`src/rtl/cpu_pkg.sv`:
```
// Shared definitions for the accumulator CPU: opcodes, one-hot T-states and
// control-word bit positions so the datapath, sequencer and benches agree.
package cpu_pkg;

   localparam logic [3:0] OP_NOP = 4'h0;
   localparam logic [3:0] OP_LDA = 4'h1;
   localparam logic [3:0] OP_ADD = 4'h2;
   localparam logic [3:0] OP_SUB = 4'h3;
   localparam logic [3:0] OP_STA = 4'h4;
   localparam logic [3:0] OP_LDI = 4'h5;
   localparam logic [3:0] OP_JMP = 4'h6;
   localparam logic [3:0] OP_JC  = 4'h7;
   localparam logic [3:0] OP_JZ  = 4'h8;
   localparam logic [3:0] OP_OUT = 4'hE;
   localparam logic [3:0] OP_HLT = 4'hF;

   localparam logic [5:0] T1 = 6'b000001;
   localparam logic [5:0] T2 = 6'b000010;
   localparam logic [5:0] T3 = 6'b000100;
   localparam logic [5:0] T4 = 6'b001000;
   localparam logic [5:0] T5 = 6'b010000;
   localparam logic [5:0] T6 = 6'b100000;

   localparam int CW_W        = 15;
   localparam int CW_PC_OUT   = 0;
   localparam int CW_PC_INC   = 1;
   localparam int CW_JMP      = 2;
   localparam int CW_MAR_IN   = 3;
   localparam int CW_RAM_OUT  = 4;
   localparam int CW_RAM_IN   = 5;
   localparam int CW_IR_IN    = 6;
   localparam int CW_IR_OUT   = 7;
   localparam int CW_A_IN     = 8;
   localparam int CW_A_OUT    = 9;
   localparam int CW_B_IN     = 10;
   localparam int CW_ALU_OUT  = 11;
   localparam int CW_ALU_SUB  = 12;
   localparam int CW_FLAGS_IN = 13;
   localparam int CW_OUT_IN   = 14;

   typedef logic [CW_W-1:0] ctrl_word_t;

endpackage

```
`src/rtl/control_sequencer_if.sv`:
```
// Sequencer <-> datapath bundle: IR opcode and flags in, control strobes out.
interface control_sequencer_if;
   logic [3:0] opcode;
   logic       flag_zero, flag_carry;
   logic       pc_out, pc_inc, jmp, mar_in, ram_out, ram_in, ir_in, ir_out;
   logic       a_in, a_out, b_in, alu_out, alu_sub, flags_in, out_in;
   logic       halt;
   logic [5:0] t_state;

   modport master (
      input  opcode, flag_zero, flag_carry,
      output pc_out, pc_inc, jmp, mar_in, ram_out, ram_in, ir_in, ir_out,
      output a_in, a_out, b_in, alu_out, alu_sub, flags_in, out_in,
      output halt, t_state
   );

   modport slave (
      output opcode, flag_zero, flag_carry,
      input  pc_out, pc_inc, jmp, mar_in, ram_out, ram_in, ir_in, ir_out,
      input  a_in, a_out, b_in, alu_out, alu_sub, flags_in, out_in,
      input  halt, t_state
   );
endinterface

```
`src/rtl/ring_counter.sv`:
```
// Six-step one-hot T-state generator; clear and restart force T1, freeze holds.
module ring_counter
   import cpu_pkg::*;
(
   input  logic       clock,
   input  logic       clear,
   input  logic       restart,
   input  logic       freeze,
   output logic [5:0] step
);

   always_ff @(posedge clock) begin
      if (clear)
         step <= T1;
      else if (freeze)
         step <= step;
      else if (restart)
         step <= T1;
      else
         step <= {step[4:0], step[5]};
   end

endmodule

```
`src/rtl/control_sequencer.sv`:
```
// Microcoded control unit: decodes (T-state, opcode, flags) into one control
// word per clock and owns the halt latch; stepping lives in ring_counter.
module control_sequencer
   import cpu_pkg::*;
#(
   parameter bit EARLY_END = 1'b1
) (
   input  logic                clock,
   input  logic                clear,
   control_sequencer_if.master bus
);

   logic [5:0] step;
   ctrl_word_t cw, cw_q;
   logic       last, hlt_go, halted, restart;

   assign restart = EARLY_END && last;

   ring_counter u_ring (
      .clock   (clock),
      .clear   (clear),
      .restart (restart),
      .freeze  (halted),
      .step    (step)
   );

   always_comb begin
      cw     = '0;
      last   = 1'b0;
      hlt_go = 1'b0;
      case (step)
         T1: begin cw[CW_PC_OUT] = 1'b1; cw[CW_MAR_IN] = 1'b1; end
         T2: cw[CW_PC_INC] = 1'b1;
         T3: begin cw[CW_RAM_OUT] = 1'b1; cw[CW_IR_IN] = 1'b1; end
         T4: begin
            case (bus.opcode)
               OP_LDA, OP_ADD, OP_SUB, OP_STA: begin
                  cw[CW_IR_OUT] = 1'b1; cw[CW_MAR_IN] = 1'b1;
               end
               OP_LDI: begin cw[CW_IR_OUT] = 1'b1; cw[CW_A_IN] = 1'b1; last = 1'b1; end
               OP_JMP: begin cw[CW_IR_OUT] = 1'b1; cw[CW_JMP] = 1'b1; last = 1'b1; end
               // Conditional jumps still end here when the branch is not taken.
               OP_JC: begin
                  cw[CW_IR_OUT] = bus.flag_carry; cw[CW_JMP] = bus.flag_carry; last = 1'b1;
               end
               OP_JZ: begin
                  cw[CW_IR_OUT] = bus.flag_zero; cw[CW_JMP] = bus.flag_zero; last = 1'b1;
               end
               OP_OUT: begin cw[CW_A_OUT] = 1'b1; cw[CW_OUT_IN] = 1'b1; last = 1'b1; end
               OP_HLT: begin hlt_go = 1'b1; last = 1'b1; end
               default: last = 1'b1;
            endcase
         end
         T5: begin
            case (bus.opcode)
               OP_LDA: begin cw[CW_RAM_OUT] = 1'b1; cw[CW_A_IN] = 1'b1; last = 1'b1; end
               OP_ADD, OP_SUB: begin cw[CW_RAM_OUT] = 1'b1; cw[CW_B_IN] = 1'b1; end
               OP_STA: begin cw[CW_A_OUT] = 1'b1; cw[CW_RAM_IN] = 1'b1; last = 1'b1; end
               default: ;
            endcase
         end
         T6: begin
            if (bus.opcode == OP_ADD || bus.opcode == OP_SUB) begin
               cw[CW_ALU_OUT]  = 1'b1;
               cw[CW_A_IN]     = 1'b1;
               cw[CW_FLAGS_IN] = 1'b1;
               cw[CW_ALU_SUB]  = (bus.opcode == OP_SUB);
               last            = 1'b1;
            end
         end
         default: ;
      endcase
   end

   always_ff @(posedge clock) begin
      if (clear)
         halted <= 1'b0;
      else if (hlt_go)
         halted <= 1'b1;
   end

   // Clear and halt both mask the decode so no partial strobes escape.
   assign cw_q = (clear || halted) ? '0 : cw;

   assign bus.pc_out   = cw_q[CW_PC_OUT];
   assign bus.pc_inc   = cw_q[CW_PC_INC];
   assign bus.jmp      = cw_q[CW_JMP];
   assign bus.mar_in   = cw_q[CW_MAR_IN];
   assign bus.ram_out  = cw_q[CW_RAM_OUT];
   assign bus.ram_in   = cw_q[CW_RAM_IN];
   assign bus.ir_in    = cw_q[CW_IR_IN];
   assign bus.ir_out   = cw_q[CW_IR_OUT];
   assign bus.a_in     = cw_q[CW_A_IN];
   assign bus.a_out    = cw_q[CW_A_OUT];
   assign bus.b_in     = cw_q[CW_B_IN];
   assign bus.alu_out  = cw_q[CW_ALU_OUT];
   assign bus.alu_sub  = cw_q[CW_ALU_SUB];
   assign bus.flags_in = cw_q[CW_FLAGS_IN];
   assign bus.out_in   = cw_q[CW_OUT_IN];
   assign bus.halt     = halted && !clear;
   assign bus.t_state  = clear ? T1 : (halted ? 6'b000000 : step);

endmodule

```
`src/flat_wrapper.sv`:
```
// flat-port wrapper written by rule: the top's interface ports become plain ports
module control_sequencer_flat import cpu_pkg::*;
#(
   parameter bit EARLY_END = 1'b1
)
  (clock, clear, bus_opcode, bus_flag_zero, bus_flag_carry, bus_pc_out, bus_pc_inc, bus_jmp, bus_mar_in, bus_ram_out, bus_ram_in, bus_ir_in, bus_ir_out, bus_a_in, bus_a_out, bus_b_in, bus_alu_out, bus_alu_sub, bus_flags_in, bus_out_in, bus_halt, bus_t_state);
  control_sequencer_if bus_i ();
  input  logic clock;
  input  logic clear;
  input wire logic [$bits(bus_i.opcode)-1:0] bus_opcode;
  input wire logic [$bits(bus_i.flag_zero)-1:0] bus_flag_zero;
  input wire logic [$bits(bus_i.flag_carry)-1:0] bus_flag_carry;
  output wire logic [$bits(bus_i.pc_out)-1:0] bus_pc_out;
  output wire logic [$bits(bus_i.pc_inc)-1:0] bus_pc_inc;
  output wire logic [$bits(bus_i.jmp)-1:0] bus_jmp;
  output wire logic [$bits(bus_i.mar_in)-1:0] bus_mar_in;
  output wire logic [$bits(bus_i.ram_out)-1:0] bus_ram_out;
  output wire logic [$bits(bus_i.ram_in)-1:0] bus_ram_in;
  output wire logic [$bits(bus_i.ir_in)-1:0] bus_ir_in;
  output wire logic [$bits(bus_i.ir_out)-1:0] bus_ir_out;
  output wire logic [$bits(bus_i.a_in)-1:0] bus_a_in;
  output wire logic [$bits(bus_i.a_out)-1:0] bus_a_out;
  output wire logic [$bits(bus_i.b_in)-1:0] bus_b_in;
  output wire logic [$bits(bus_i.alu_out)-1:0] bus_alu_out;
  output wire logic [$bits(bus_i.alu_sub)-1:0] bus_alu_sub;
  output wire logic [$bits(bus_i.flags_in)-1:0] bus_flags_in;
  output wire logic [$bits(bus_i.out_in)-1:0] bus_out_in;
  output wire logic [$bits(bus_i.halt)-1:0] bus_halt;
  output wire logic [$bits(bus_i.t_state)-1:0] bus_t_state;
  assign bus_i.opcode = bus_opcode;
  assign bus_i.flag_zero = bus_flag_zero;
  assign bus_i.flag_carry = bus_flag_carry;
  assign bus_pc_out = bus_i.pc_out;
  assign bus_pc_inc = bus_i.pc_inc;
  assign bus_jmp = bus_i.jmp;
  assign bus_mar_in = bus_i.mar_in;
  assign bus_ram_out = bus_i.ram_out;
  assign bus_ram_in = bus_i.ram_in;
  assign bus_ir_in = bus_i.ir_in;
  assign bus_ir_out = bus_i.ir_out;
  assign bus_a_in = bus_i.a_in;
  assign bus_a_out = bus_i.a_out;
  assign bus_b_in = bus_i.b_in;
  assign bus_alu_out = bus_i.alu_out;
  assign bus_alu_sub = bus_i.alu_sub;
  assign bus_flags_in = bus_i.flags_in;
  assign bus_out_in = bus_i.out_in;
  assign bus_halt = bus_i.halt;
  assign bus_t_state = bus_i.t_state;
  control_sequencer #(.EARLY_END(EARLY_END)) u_core (.clock(clock), .clear(clear), .bus(bus_i));
endmodule
```
`config.mk`:
```
export PLATFORM = sky130hd
export DESIGN_NAME = control_sequencer_flat
export DESIGN_NICKNAME = d
export VERILOG_FILES = /design/src/rtl/cpu_pkg.sv /design/src/rtl/control_sequencer_if.sv /design/src/rtl/ring_counter.sv /design/src/rtl/control_sequencer.sv /design/src/flat_wrapper.sv
export SDC_FILE = /design/constraint.sdc
export NUM_CORES = 1
export LEC_CHECK = 0
export BUFFER_PORTS_ARGS = -buffer_cell sky130_fd_sc_hd__buf_2
export CORE_MARGIN = 1.5
export CORE_UTILIZATION = 25
export CTS_CLUSTER_SIZE = 24
export DETAILED_ROUTE_END_ITERATION = 8
export SLEW_MARGIN = 40
export SYNTH_ARGS = -nofsm -noshare
export SYNTH_HDL_FRONTEND = slang
export SYNTH_SLANG_ARGS = --single-unit
```
`constraint.sdc`:
```
create_clock -name clock -period 2.1 [get_ports clock]
set_input_delay 0.525 -clock clock [delete_from_list [all_inputs] [get_ports clock]]
set_output_delay 0.525 -clock clock [all_outputs]
set_load 0.01 [all_outputs]
```
==> qor.csv <==
metric,value,unit
design area,0.00105,mm2
average cell area after synthesis,7.45,um2
Initial Util,27.2,%
CP Data Required Time,1.57,ns
multiplexer share of the synthesized area,0,%
FP Rows,17,
Pleak,0.527,nW
number of nets with antenna violations after routing,0,
total track usage,15.5,%
slew margin rel.,83.1,%
CTS Root Cell,clkbuf_4,
VDD IR max,238,uV
CTS tree,done,
fin nets,143,
Clock Latency Late Sink,0.27,ns
RePlAce Congestion,0.768,
register bit total from synthesis,7,
initial antenna violation count,0,
critical path type,reg2out,
TritonCTS Buffers,3,
Final Max Tran Viols,0,
min Tclk post-route,2.50,ns
Sequential Area,141,um2
Inserted Diodes,0,
CTS sink count,7,
"Max FO, Critical Path",3,
fmax,400,MHz
vias per cell,4.93,
drt first pass iters,4,
MaxCap Viol Count,0,
Worst setup SP type,flop,
largest family of logic cells by synthesized area,simple AND/OR/NAND/NOR gates,
area share of fa/ha/maj cells after synthesis,0,%
worst-margin pin slew,0.251,ns
core area,0.00230,mm2
Die Span Y,53.0,um
Clock Tree Buf Depth,2,
P&R area growth vs syn,68.2,%
Synth Area in Compound Gates,18.8,%
CTS Hold Buffers Added,0,
IO Count,30,
Syn Nets,92,
total grt overflow,0,
unrepaired setup endpoints after global routing,yes,
synthesized cell area,626,um2
fin crit share,119,%
largest net degree at the start of global routing,11,
Syn Inst Count,84,
Multi-input gate area,508,um2
power share of the combinational group,29.5,%
share of cells above drive strength 1,58.2,%
Crit. End Element,primary output,
DIE AREA,0.00281,mm2
Iter 0 DRT Violations,10,
drt drc,0,
failing checks,setup timing,
switching share of total power,31.2,%
sequential cell area fraction in the yosys report,22.4,%
sequential power share,37.0,%
Worst-path clk slew,0.06,ns
Layout Skew,0.0123,ns
first-pass GRT wire length,3120,um
final hold violation count,0,
via count,799,
port bufs,29,
Synth Area in Simple Gates,48.2,%
Pint,0.000263,W
synth warn,0,
Post-Synth XOR/XNOR Area,1.40,%
vias in the first global route,715,
endpoints failing setup,4,
pwr/cell area,364,mW/mm2
Die X,53.0,um
flop2flop setup slack,0.15,ns
hpwl dp,1520,um
H-tree depth,1,
fin util,45.8,%
DR WL/cell,12.8,um
total wire length,2070,um
Min-Delay Path Class,in2reg,
Net Sw Power,0.000120,W
Worst Slack Setup Final,-0.402,ns
Critical Path AT,1.98,ns
Placed Area,898,um2
status,finished with violations,
Fill cells,236,
Clock Power Share,33.5,%
Netlist cell types,36,
[Yosys cell counts]
| cell | number | area, um2 |
|---|---|---|
| o21bai_1 | 1 | 7.51 |
| and4b_1 | 2 | 20.0 |
| a211oi_1 | 1 | 7.51 |
| dfxtp_1 | 7 | 140 |
| clkbuf_1 | 2 | 7.51 |
| o21ai_0 | 4 | 20.0 |
| o211ai_1 | 1 | 7.51 |
| or2_2 | 1 | 6.26 |
| buf_4 | 2 | 15.0 |
| nand2b_4 | 1 | 13.8 |
| nand2_1 | 9 | 33.8 |
| a32oi_1 | 1 | 8.76 |
| a22o_2 | 1 | 10.0 |
| nor2_1 | 10 | 37.5 |
| and3_1 | 1 | 6.26 |
| or4_1 | 1 | 7.51 |
| nand4_1 | 1 | 6.26 |
| a311o_1 | 1 | 10.0 |
| and2_2 | 1 | 7.51 |
| a21o_1 | 2 | 15.0 |
| and2_1 | 4 | 25.0 |
| inv_1 | 2 | 7.51 |
| a32o_1 | 1 | 10.0 |
| a31oi_1 | 1 | 6.26 |
| xor2_1 | 1 | 8.76 |
| a21oi_1 | 3 | 15.0 |
| or4_4 | 2 | 22.5 |
| nor3_1 | 4 | 20.0 |
| nor4_1 | 2 | 12.5 |
| nor2b_1 | 1 | 6.26 |
| clkbuf_8 | 2 | 27.5 |
| or2b_2 | 1 | 8.76 |
| nand2b_1 | 3 | 18.8 |
| nor3b_1 | 4 | 30.0 |
| nand3_1 | 2 | 10.0 |
| or3b_2 | 1 | 8.76 |
[sequential cells by signal, indices dropped and copies added, names as in the netlist]
signal and cells:
u_core.u_ring.step 6, u_core.halted 1
[cells by family (layout without fill, tap and decap cells)]
| family | after synthesis | after routing |
|---|---|---|
| DFF | 7 | 7 |
| and+or+nand+nor | 51 | 51 |
| AOI/OAI and AO/OA | 17 | 17 |
| buffers and inverters | 8 | 58 |
| xor gates and xnor gates | 1 | 1 |
[layout make-up]
class	instances	area share, %
Clock buffer	3	2.14
Inverter	2	0.713
Multi-Input combinational cell	69	48.3
Timing Repair Buffer	52	31.6
Tap cell	28	3.33
Clock inverter	1	0.476
Sequential cell	7	13.4
[worst max-delay path, cell delays in order, from the launching register on]
cell	delay (ns)
dfxtp_1	0.31
or4_4	0.53
or4_4	0.45
buf_4	0.16
a21oi_1	0.12
buf_2	0.14
[cells in the final DEF (no fill, tap or decap), drive strengths merged, types with 2 or more instances in the layout]
cell type,count
nand2,9
nor2,10
a21o,2
or4,3
and2,5
nor3b,4
nand3,2
inv,2
dfxtp,7
a21oi,3
nor3,4
nand2b,4
buf,52
and4b,2
o21ai,4
nor4,2
clkbuf,3
[path summary, 6_finish.rpt]
kind,to,start,depth (start not counted)
worst min register to register,u_core.u_ring.step[1],u_core.halted,2
worst min-delay path,u_core.halted,clear,2
worst max register to register,u_core.u_ring.step[4],u_core.u_ring.step[5],5
worst max-delay path,bus_a_out,u_core.u_ring.step[5],5
[through the flow]
stage	cells	power [W]	hold slack [ns]	setup slack [ns]	setup TNS, ns
global placement	154	0.000234	0.493	-0.201	-0.514
detailed placement	154	0.000235	0.505	-0.242	-0.576
finish	162	0.000383	0.473	-0.402	-1.15
global route	162	0.000402	0.492	-0.457	-1.51
CTS	159	0.000373	0.467	-0.413	-1.20
floorplan	84	0.000194	0.467	-0.158	-0.191
[per-layer routing]
metal,global-route usage (%),up-vias,wire [um]
met5,0,-,0
met4,7.69,0,28
met3,3.95,3,149
met2,26.5,29,1000
met1,17.8,367,886
li1,-,400,-
[power groups by stage]
stage	clock network, W	registers [W]	logic (W)
2_1_floorplan	0	0.000144	0.0000500
3_3_place_gp	0	0.000144	0.0000905
3_5_place_dp	0	0.000144	0.0000917
4_1_cts	0.000132	0.000141	0.0000995
5_1_grt	0.000137	0.000142	0.000124
6_report	0.000128	0.000142	0.000113
[what timing repair did]
action                                  4_1_cts  5_1_grt
endpoints found under the setup margin       10       13
gates cloned                                  0        1
setup buffers                                 1        2
resized for setup                            11       14
pin swaps                                     5        6
Note: power is estimated with default switching activity, not from simulation.
